## config.mk

```make
export PLATFORM = sky130hd
export DESIGN_NAME = source32_mod3
export DESIGN_NICKNAME = d
export VERILOG_FILES = /design/src/rtl/mod3_pkg.sv /design/src/rtl/mod3_nibble_fold.sv /design/src/rtl/source32_mod3.sv
export SDC_FILE = /design/constraint.sdc
export NUM_CORES = 1
export LEC_CHECK = 0
export CORE_ASPECT_RATIO = 1.5
export CORE_MARGIN = 1.5
export CORE_UTILIZATION = 30
export CTS_CLUSTER_SIZE = 28
export DETAILED_ROUTE_END_ITERATION = 10
export PLACE_DENSITY_LB_ADDON = 0.05
export SLEW_MARGIN = 25
export SYNTH_ARGS = -nofsm -noshare
export SYNTH_HDL_FRONTEND = slang
export SYNTH_SLANG_ARGS = --single-unit
```

## constraint.sdc

```tcl
create_clock -name clk -period 4.1 [get_ports clk]
set_input_delay 0.615 -clock clk [delete_from_list [all_inputs] [get_ports clk]]
set_output_delay 0.615 -clock clk [all_outputs]
set_load 0.005 [all_outputs]
```

## src/rtl/mod3_pkg.sv

```systemverilog
// Shared constants and the mod-3 reduction used by the serial residue engine.
package mod3_pkg;

   localparam int OPERAND_W = 32;
   localparam int NIBBLE_W  = 4;
   localparam int NIBBLES   = 8;
   localparam int CNT_W     = 8;

   // Reduce a 5-bit value (0..31) mod 3 without a divider.
   // Bit weights mod 3 alternate 1,2,1,2,1, so a weighted popcount gives
   // 0..7. One more pass gives 0..4, and a single conditional subtract ends it.
   function automatic logic [1:0] mod3_reduce(input logic [4:0] v);
      logic [2:0] t;
      logic [2:0] u;
      t = {2'b00, v[0]} + {2'b00, v[2]} + {2'b00, v[4]}
        + {1'b0, v[1], 1'b0} + {1'b0, v[3], 1'b0};
      u = {2'b00, t[0]} + {2'b00, t[2]} + {1'b0, t[1], 1'b0};
      return (u >= 3'd3) ? 2'(u - 3'd3) : u[1:0];
   endfunction

endpackage

```

## src/rtl/mod3_nibble_fold.sv

```systemverilog
// Combinational fold of one nibble into a running mod-3 residue.
// Works MSB-first because 16 = 1 (mod 3), so shifting by a nibble keeps the residue.
module mod3_nibble_fold
   import mod3_pkg::*;
(
   input  logic [1:0]          i_res,
   input  logic [NIBBLE_W-1:0] i_nib,
   output logic [1:0]          o_res
);

   logic [4:0] w_sum;

   // Sum is at most 2 + 15 = 17, so 5 bits are enough
   assign w_sum = {3'b000, i_res} + {1'b0, i_nib};
   assign o_res = mod3_reduce(w_sum);

endmodule

```

## src/rtl/source32_mod3.sv

```systemverilog
// Serial residue-mod-3 engine: folds one nibble of x[31:0] per enabled
// clock, MSB nibble first, and flags done after eight nibbles.
module source32_mod3
   import mod3_pkg::*;
(
   input  logic             clk,
   input  logic             rst_n,
   input  logic [63:0]      x,
   input  logic             e,
   output logic [1:0]       s,
   output logic             f,
   output logic [CNT_W-1:0] i
);

   logic [1:0]           r_s;
   logic [CNT_W-1:0]     r_i;
   logic                 r_f;
   logic [OPERAND_W-1:0] w_op;
   logic [2:0]           w_sel;
   logic [NIBBLE_W-1:0]  w_nib;
   logic [1:0]           w_fold;
   logic                 w_busy;
   logic                 w_unused;

   // Upper operand half is ignored by design
   assign w_op     = x[OPERAND_W-1:0];
   assign w_unused = ^x[63:OPERAND_W];

   // Nibble mux: count 0 selects bits 31:28, count 7 selects bits 3:0
   assign w_sel = 3'(NIBBLES - 1) - r_i[2:0];
   assign w_nib = w_op[{w_sel, 2'b00} +: NIBBLE_W];

   assign w_busy = (r_i != CNT_W'(NIBBLES));

   mod3_nibble_fold u_fold (
      .i_res (r_s),
      .i_nib (w_nib),
      .o_res (w_fold)
   );

   // Residue, nibble count and done flag; e low clears, count saturates at 8.
   // Done is its own register (set on the last fold) so it never glitches.
   always_ff @(posedge clk or negedge rst_n) begin
      if (!rst_n) begin
         r_s <= 2'd0;
         r_i <= '0;
         r_f <= 1'b0;
      end else if (!e) begin
         r_s <= 2'd0;
         r_i <= '0;
         r_f <= 1'b0;
      end else if (w_busy) begin
         r_s <= w_fold;
         r_i <= r_i + CNT_W'(1);
         r_f <= (r_i == CNT_W'(NIBBLES - 1));
      end
   end

   assign s = r_s;
   assign i = r_i;
   assign f = r_f;

endmodule

```

==> results of run 1 <==
-- through the flow --
stage / cell area (um^2) / setup WS [ps] / TNS (ps) / power, mW
global placement: 1570 / -605 / -1130 / 0.701
detailed placement: 1570 / -667 / -1270 / 0.728
floorplan: 1040 / -124 / -161 / 0.550
finish: 1610 / -87.4 / -110 / 0.858
global route: 1610 / -272 / -468 / 0.954
CTS: 1590 / -159 / -267 / 0.849
-- power by group --
| group | total, mW | leakage (nW) | internal [mW] | switching (mW) |
|---|---|---|---|---|
| Sequential | 0.139 | 0.148 | 0.123 | 0.0155 |
| Combinational | 0.607 | 0.520 | 0.333 | 0.273 |
| Clock | 0.113 | 0.0228 | 0.0685 | 0.0442 |
| Total | 0.858 | 0.691 | 0.525 | 0.333 |
-- cells by family (layout without fill, tap and decap cells) --
| logic type | Yosys count | count (layout) | share of synthesized area (%) |
|---|---|---|---|
| DFF | 11 | 11 | 27.2 |
| buffers and inverters | 13 | 67 | 5.44 |
| adders and majority gates | 12 | 12 | 17.1 |
| and+or+nand+nor | 26 | 26 | 14.3 |
| AOI/OAI and AO/OA | 4 | 4 | 2.35 |
| muxes | 15 | 15 | 25.0 |
| xor gates and xnor gates | 10 | 10 | 8.65 |
-- final timing paths --
kind                       endpoint  slack (ps)  start  cells past startpoint
max in group asynchronous      i[0]        2990  rst_n                      1
min in group asynchronous         f         720  rst_n                      1
setup / recovery               s[1]         -90   i[0]                     17
setup reg to reg               s[1]         -90   i[0]                     17
hold / removal                 i[7]         590   i[7]                      2
hold reg to reg                i[7]         590   i[7]                      2
-- worst max-delay path, cell delays in order, from the launching register on --
cell and delay, ps:
dfrtp_2 420, mux4_2 520, mux2_4 300, ha_4 170, fa_2 380, xnor2_2 140
ha_2 180, inv_2 30, fa_1 510, inv_2 50, ha_4 150, xnor2_2 130
ha_1 310, inv_2 40, fa_2 510, o21ai_1 50, mux2i_1 120, nor2_1 60
-- cell usage in the layout, fill, tap and decap left out, types with 3 or more instances in the layout --
| cell type | count |
|---|---|
| clkdlybuf4s50_1 | 29 |
| nor2_1 | 10 |
| ha_1 | 6 |
| nor3b_1 | 3 |
| mux2i_1 | 5 |
| nand3_1 | 5 |
| dlygate4sd2_1 | 8 |
| buf_2 | 8 |
| inv_1 | 6 |
| dfrtp_1 | 10 |
| inv_2 | 3 |
| buf_4 | 7 |
| mux4_2 | 8 |
| clkbuf_8 | 3 |
| xor2_1 | 6 |
-- timing repair --
item | CTS | global route
setup endpoints to repair | 2 | 2
setup buffers | 2 | 0
gates resized for setup | 35 | 3
gates cloned | 0 | 0
endpoints found under the hold margin | 0 | 0
pin swaps | 10 | 9
-- sequential cells by signal, summed over array words and instances, names as in the netlist --
name / cells
s: 2
i: 8
f: 1
-- synthesized netlist by cell type (2+ instances only) --
master | n | area (um^2)
nand2_1 | 2 | 7.51
xor2_1 | 6 | 52.6
xnor2_1 | 4 | 35.0
mux2i_1 | 5 | 50.1
nor3b_1 | 3 | 22.5
inv_1 | 9 | 33.8
dfrtp_1 | 11 | 275
nor2_1 | 10 | 37.5
nand3_1 | 5 | 25.0
buf_2 | 2 | 10.0
mux4_2 | 8 | 180
ha_1 | 9 | 113
fa_1 | 3 | 60.1
mux2_2 | 2 | 22.5
-- routing by layer --
metal	wire length, um	global-route usage, %
met1	1010	17.3
met2	1600	29.4
met3	51	2.01
met4	26	5.71
met5	0	0
-- final cells by class --
class / count / area share (%)
multi-input cells: 67 / 45.8
repair buffers: 53 / 28.8
flip-flops and latches: 11 / 17.2
well taps: 40 / 3.11
clock buffers: 4 / 2.80
inverters: 10 / 2.33
==> impl_results.md, run 1 <==
- Status: finished with violations
- Violated checks: setup timing
- Main flop type after synthesis: dfrtp_1
- Number of synthesized flops with an enable pin: 0
- Remaining antenna violation count: 0
- Synth Net Count: between 150 and 200
- Maximum vdd drop: 384 uV
- Antenna violations before repair: 0
- Layout cells sized above 1: between 20% and 30%
- Fin cells: 185
- Worst Hold Class: reg2reg
- CTS tree: built
- Leakage power: about 0.69 nW
- Syn Inst Count: 91
- Cell variety after synth: 26
- Worst EP required: approximately 4200 ps
- Area of the mapped netlist: ~1000 um^2
- CP arrival: approximately 4300 ps
- Vias/cell: 4.79
- Synth Register Bits: 11
- Share of flip-flops with an asynchronous set or reset: 100%
- First drt pass iteration count: 4
- Vias: ~900
- Initial DRC Count: 5
- Rows: 25
- Multi-input combinational cell area: 737 um^2
- Synth Warn #: 0
- Worst-path clk slew: about 50 ps
- Effective utilization at floorplan: about a third
- Gp weighted congestion: about 0.68
- DP HPWL: between 2 and 2.5 mm
- PD cells: about 530 nW/um^2
- Post-route setup slack: -87.4 ps
- Final Skew: around 5.0 ps
- Buffers on Ports: 45
- Crit share post-route: 102%
- Startpoint Class: flip-flop
- Skew-Pair Late Insertion Delay: ~240 ps
- H-tree depth: 1
- Area growth from synthesis to layout: 59.1%
- Global-route wire length before repair: 4.35 mm
- Nets: 225
- Core area: around 3200 um^2
- Sink Count: 11
- DR WL/cell: 14.5 um
- Grt total ovfl: 0
- Seq/Total Area, Yosys: 27.2%
- Final setup viols: 2
- Seq. cell area: approximately 280 um^2
- TritonCTS Buffers: 3
- Hold Fails Final Rpt: 0
- CP max FO: 4
- Post-Route WL: 2.69 mm
- CP endpoint kind: flip-flop
- Mean post-synth cell area: approximately 11 um^2
- Longest Clk Path Bufs: 2
- Max Cap Viol: 0
- Die H: between 70 and 80 um
- # IOs: approximately 80
- Number of global-route vias before repair: roughly 960
- CTS root buf: clkbuf_8
- Min Tclk post-route: about 4200 ps
- Largest net degree at the start of global routing: 12
- Relative slew slack: roughly 65%
- Final Core Density: ~50%
- Die ar.: between 3000 and 4000 um^2
- RSZ-0062 raised after global routing: yes
- Remaining DRCs: 0
- Final Slew Violations: 0
- Placed cells: around 180
- Antenna cells: 0
- Worst-margin pin slew: roughly 530 ps
- Fill cells: around 320
- # hold bufs at CTS: 0
- GRT Resource Usage Total: 15.4%
- Crit Path Category: reg2reg
- Fin Hold WS: 588 ps
- Chip Width: 50.4 um
- Max Clk Rate: around 240 MHz
Power figures use the tool's default switching activity.
==> inputs of run 2 (changes only) <==
Settings changed: ABC_CLOCK_PERIOD_IN_PS set to 4100, CORE_ASPECT_RATIO 1.5 to not set, CORE_MARGIN 1.5 to not set, CORE_UTILIZATION 30 to 56, DONT_BUFFER_PORTS set to 1.
==> impl_results.md, run 2 (synthesized netlist as in run 1, its figures left out) <==
- Final Skew: 3.04 ps (-2.00 ps)
- Maximum vdd drop: 1110 uV (+190%)
- Worst-path clk slew: 70 ps (+20 ps)
- R2R setup slack: -60 ps (+30 ps)
- Antenna cells: 0 (unchanged)
- Vias/cell: 5.77 (+20%)
- Core area: 1590 um^2 (-50%)
- Post-route setup slack: -57.6 ps (+29.8 ps)
- Gp weighted congestion: 0.740 (+9.3%)
- Grt total ovfl: 0 (unchanged)
- Total power: 0.897 mW (+4.5%)
- CTS tree: built
- Initial DRC Count: 7 (+2)
- Violated checks: setup timing
- Die ar.: 1980 um^2 (-47%)
- Number of flip-flops in the largest register: 8 (unchanged)
- DR WL/cell: 15.7 um (+8.2%)
- CP endpoint kind: flip-flop
- Min Tclk post-route: 4160 ps (-29.8 ps)
- Max Clk Rate: 241 MHz (+0.72%)
- Worst R2R End: s[1]
- FF-to-FF path depth: 17 (unchanged)
- Hold Fails Final Rpt: 0 (unchanged)
- Chip Width: 44.5 um (-12%)
- Vias: 715 (-19%)
- CP max-delay cell: fa_2
- Sink Count: 11 (unchanged)
- Critical Path Stages: 17 (unchanged)
- Final Core Density: 73.9% (+23 points)
- Startpoint Class: flip-flop
- RSZ-0062 raised after global routing: yes
- CP arrival: 4310 ps (about the same)
- Commonest non-fill, non-tap cells in the layout: 10 x nor2_1, 10 x dfrtp_1, 8 x mux4_2, 8 x buf_4, 7 x inv_1
- Largest stage delay on the critical path: 520 ps (about the same)
- Crit path cell chain: mux4_2, mux2_4, ha_4, fa_2, xnor2_2, ha_2, inv_2, fa_1, inv_1, ha_2, xnor2_2, ha_4, inv_2, fa_2, o21ai_2, mux2i_1, nor2_1
- Layout cells sized above 1: 37.0% (+7.3 points)
- Number of global-route vias before repair: 753 (-21%)
- PD cells: 762 nW/um^2 (+43%)
- Placed cells: 119 (-34%)
- Global-route wire length before repair: 3.05 mm (-30%)
- TritonCTS Buffers: 3 (unchanged)
- Effective utilization at floorplan: 63.5% (+32 points)
- Buffers on Ports: 0 (-100%)
- Worst r2r src: i[0]
- Skew-Pair Late Insertion Delay: 270 ps (+30 ps)
- Fin cells: 124 (-33%)
- DP HPWL: 1.57 mm (-29%)
- Worst path bufs/invs: 3 (unchanged)
- Final setup viols: 1 (-1)
- Die H: 44.5 um (-40%)
- Worst EP required: 4260 ps (+30 ps)
- # IOs: 78 (unchanged)
- Worst Hold Class: in2async
- Final Slew Violations: 0 (unchanged)
- Crit Path Category: reg2reg
- Antenna violations before repair: 0 (unchanged)
- Remaining antenna violation count: 0 (unchanged)
- Critical Path Source: i[0]
- Status: finished with violations
- Worst-margin pin slew: 347 ps (-182 ps)
- GRT Resource Usage Total: 21.9% (+6.5 points)
- H-tree depth: 1 (unchanged)
- Longest Clk Path Bufs: 2 (unchanged)
- Rows: 14 (-44%)
- Worst setup path endpoint: s[1]
- Nets: 180 (-20%)
- Crit share post-route: 101% (-0.73 points)
- CTS root buf: clkbuf_4
- DP Worst Slack: -262 ps (+405 ps)
- CP delay by family, top: adder cells
- Post-Route WL: 1.95 mm (-27%)
- Area growth from synthesis to layout: 16.3%
- Leakage power: 0.503 nW (-27%)
- First drt pass iteration count: 4 (unchanged)
- Remaining DRCs: 0 (unchanged)
- Largest net degree at the start of global routing: 12 (unchanged)
- Max Cap Viol: 0 (unchanged)
- Relative slew slack: 76.2% (+12 points)
- CP max FO: 4 (unchanged)
==> run 2: area by class of cell <==
class,count,area (um^2)
multi-input cells,67,747
fillers,121,417
flip-flops and latches,11,277
repair buffers,8,60.1
inverters,10,37.5
well taps,24,30.0
clock buffers,4,26.3
==> run 2: worst min path at each step <==
stage | startpoint | endpoint | slack [ps] | cells after the start
2_1_floorplan | rst_n | f | 320 | 0
3_3_place_gp | rst_n | s[0] | 320 | 0
3_5_place_dp | rst_n | s[0] | 320 | 0
4_1_cts | rst_n | i[0] | 30 | 0
5_1_grt | rst_n | i[4] | 20 | 0
6_report | rst_n | s[1] | 30 | 0
==> run 2: what timing repair did <==
item	CTS	global route
hold buffers	0	0
resized for setup	2	4
endpoints found under the hold margin	0	0
cloned	0	0
endpoints found under the setup margin	2	2
pin swaps	3	2
setup buffers	1	0
==> run 2: report_power, final <==
part           internal, mW  switching [mW]  leakage [nW]
Combinational         0.376           0.306         0.340
Sequential            0.123          0.0179         0.148
Clock                0.0377          0.0358        0.0150
Total                 0.537           0.360         0.503
==> run 2: layer usage <==
layer / global-route usage (%) / vias to the layer above / part of all wire, %
li1: - / 336 / -
met5: 0 / - / 0
met1: 24.0 / 343 / 39
met3: 6.94 / 2 / 8.6
met2: 40.6 / 34 / 51
met4: 5.45 / 0 / 0.67
==> run 2: stage by stage <==
stage	hold slack (ps)	instance area (um^2)	setup TNS (ps)
final	30.3	1180	-57.6
after global routing	19.2	1180	-381
after CTS	25.7	1150	-74.9
after detailed placement	320	1100	-406
after global placement	320	1100	-343
after floorplan	319	1040	-161
==> inputs of run 3 (changes only) <==
Settings changed: CORE_UTILIZATION 56 to 55.
==> impl_results.md, run 3 (synthesized netlist as in run 1, its figures left out) <==
- Chip Width: 44.9 um (+0.86%)
- Remaining antenna violation count: 0 (unchanged)
- Worst path bufs/invs: 4 (+1)
- Fill cells: 144 (+19%)
- Largest stage delay on the critical path: 510 ps (about the same)
- TritonCTS Buffers: 3 (unchanged)
- # hold bufs at CTS: 0 (unchanged)
- Leakage power: 0.496 nW (-1.3%)
- Number of global-route vias before repair: 721 (-4.2%)
- Final Slew Violations: 0 (unchanged)
- Max Cap Viol: 0 (unchanged)
- Total power: 0.851 mW (-5.1%)
- Number of flip-flops in the largest register: 8 (unchanged)
- Final instance area: 1170 um^2 (-0.85%)
- CP endpoint kind: flip-flop
- DP HPWL: 1.66 mm (+5.4%)
- DR WL/cell: 17.0 um (+8.3%)
- CTS tree: built
- Skew-Pair Late Insertion Delay: 260 ps (about the same)
- CTS root buf: clkbuf_4
- Antenna cells: 0 (unchanged)
- Die ar.: 2020 um^2 (+1.7%)
- Initial DRC Count: 11 (+4)
- Vias/cell: 5.68 (-1.4%)
- Dpl cell area: 1090 um^2 (-1.2%)
- Layout cells sized above 1: 34.7% (-2.3 points)
- CP delay by family, top: adder cells
- Placed cells: 118 (-0.84%)
- Setup TNS: -44.6 ps (+13.0 ps)
- Final Skew: 3.22 ps (+0.178 ps)
- Crit share post-route: 101% (-0.32 points)
- First drt pass iteration count: 4 (unchanged)
- Status: finished with violations
- Maximum vdd drop: 892 uV (-20%)
- Worst EP required: 4250 ps (about the same)
- Relative slew slack: 71.5% (-4.7 points)
- Longest Clk Path Bufs: 2 (unchanged)
- R2R setup slack: -40 ps (about the same)
- Vias: 699 (-2.2%)
- Startpoint Class: flip-flop
- Critical Path Source: i[0]
- CP max-delay cell: fa_2
- Worst-margin pin slew: 415 ps (+68.1 ps)
- Crit path cell chain: buf_6, mux4_2, mux2_4, fa_2, xnor2_2, ha_2, inv_2, fa_1, inv_1, ha_2, xnor2_2, ha_4, inv_2, fa_2, o21ai_1, mux2i_1, nor2_1
- FF-to-FF path depth: 17 (unchanged)
- Violated checks: setup timing
- Hold Fails Final Rpt: 0 (unchanged)
- Fin cells: 123 (-0.81%)
- Antenna violations before repair: 0 (unchanged)
- Commonest non-fill, non-tap cells in the layout: 10 x nor2_1, 10 x dfrtp_1, 8 x mux4_2, 7 x inv_1, 6 x xor2_1
- Min Tclk post-route: 4140 ps (-13.0 ps)
- Area growth from synthesis to layout: 15.3%
- Largest net degree at the start of global routing: 12 (unchanged)
- Core area: 1730 um^2 (+8.3%)
- H-tree depth: 1 (unchanged)
- Effective utilization at floorplan: 58.6% (-4.9 points)
- PD cells: 729 nW/um^2 (-4.3%)
- CP max FO: 6 (+2)
- Grt total ovfl: 0 (unchanged)
- Buffers on Ports: 0 (unchanged)
- Global-route wire length before repair: 3.14 mm (+3.0%)
- Worst Hold Class: in2async
- Rows: 15 (+1)
- Critical Path Stages: 17 (unchanged)
- Worst-path clk slew: 70 ps (about the same)
- Worst R2R End: s[1]
- Crit Path Category: reg2reg
- Remaining DRCs: 0 (unchanged)
- Final setup viols: 1 (unchanged)
- Die H: 44.9 um (+0.86%)
- Sink Count: 11 (unchanged)
- Post-Route WL: 2.10 mm (+7.4%)
- Post-route setup slack: -44.6 ps (+13.0 ps)
- CP arrival: 4290 ps (-20 ps)
- Gp weighted congestion: 0.728 (-1.7%)
- Worst r2r src: i[0]
- GRT Resource Usage Total: 22.1% (+0.23 points)
- # IOs: 78 (unchanged)
- Nets: 178 (-1.1%)
- Max Clk Rate: 241 MHz (+0.31%)
- Worst setup path endpoint: s[1]
- RSZ-0062 raised after global routing: yes
[run 3: cell count changes in the layout (fill, tap and decap cells not counted), sizes merged]
cell  before  now
buf        8    6
[run 3: worst min path at each step]
stage           end  slack, ps   from
5_1_grt        i[5]         20  rst_n
2_1_floorplan     f        320  rst_n
3_3_place_gp   i[5]        320  rst_n
3_5_place_dp   i[5]        320  rst_n
4_1_cts        i[5]         30  rst_n
6_report       i[5]         40  rst_n
[run 3: area by class of cell]
type                       instances  area (um^2)  area share (%)
inverter                          10         37.5            3.22
multi-input combinational         67          747            64.0
clock buffer                       4         26.3            2.25
timing repair buffer               6         48.8            4.18
tap                               25         31.3            2.68
sequential                        11          277            23.7
[run 3: per-stage QoR]
| step | setup slack [ps] | util (%) | hold slack, ps |
|---|---|---|---|
| finish | -44.6 | 67.6 | 37.0 |
| global placement | -203 | 63.2 | 320 |
| floorplan | -124 | - | 319 |
| detailed placement | -246 | 63.2 | 320 |
| global route | -183 | 67.6 | 19.6 |
| CTS | -72.1 | 66.0 | 29.4 |
[run 3: metal layers]
layer | vias up | GRT usage [%] | part of all wire (%)
li1 | 333 | - | -
met1 | 329 | 29.8 | 44
met2 | 33 | 36.8 | 48
met3 | 4 | 3.20 | 7.8
met4 | 0 | 7.27 | 0.57
met5 | - | 0 | 0
[run 3: timing repair]
| action | CTS | global route |
|---|---|---|
| resized for setup | 3 | 4 |
| pin swaps | 3 | 2 |
| endpoints found under the setup margin | 2 | 2 |
| setup buffers | 1 | 0 |
[run 3: power breakdown]
part | leakage [nW] | total [mW] | switching, mW | internal (mW)
logic | 0.333 | 0.639 | 0.282 | 0.357
registers | 0.148 | 0.139 | 0.0164 | 0.123
clock network | 0.0150 | 0.0730 | 0.0354 | 0.0376
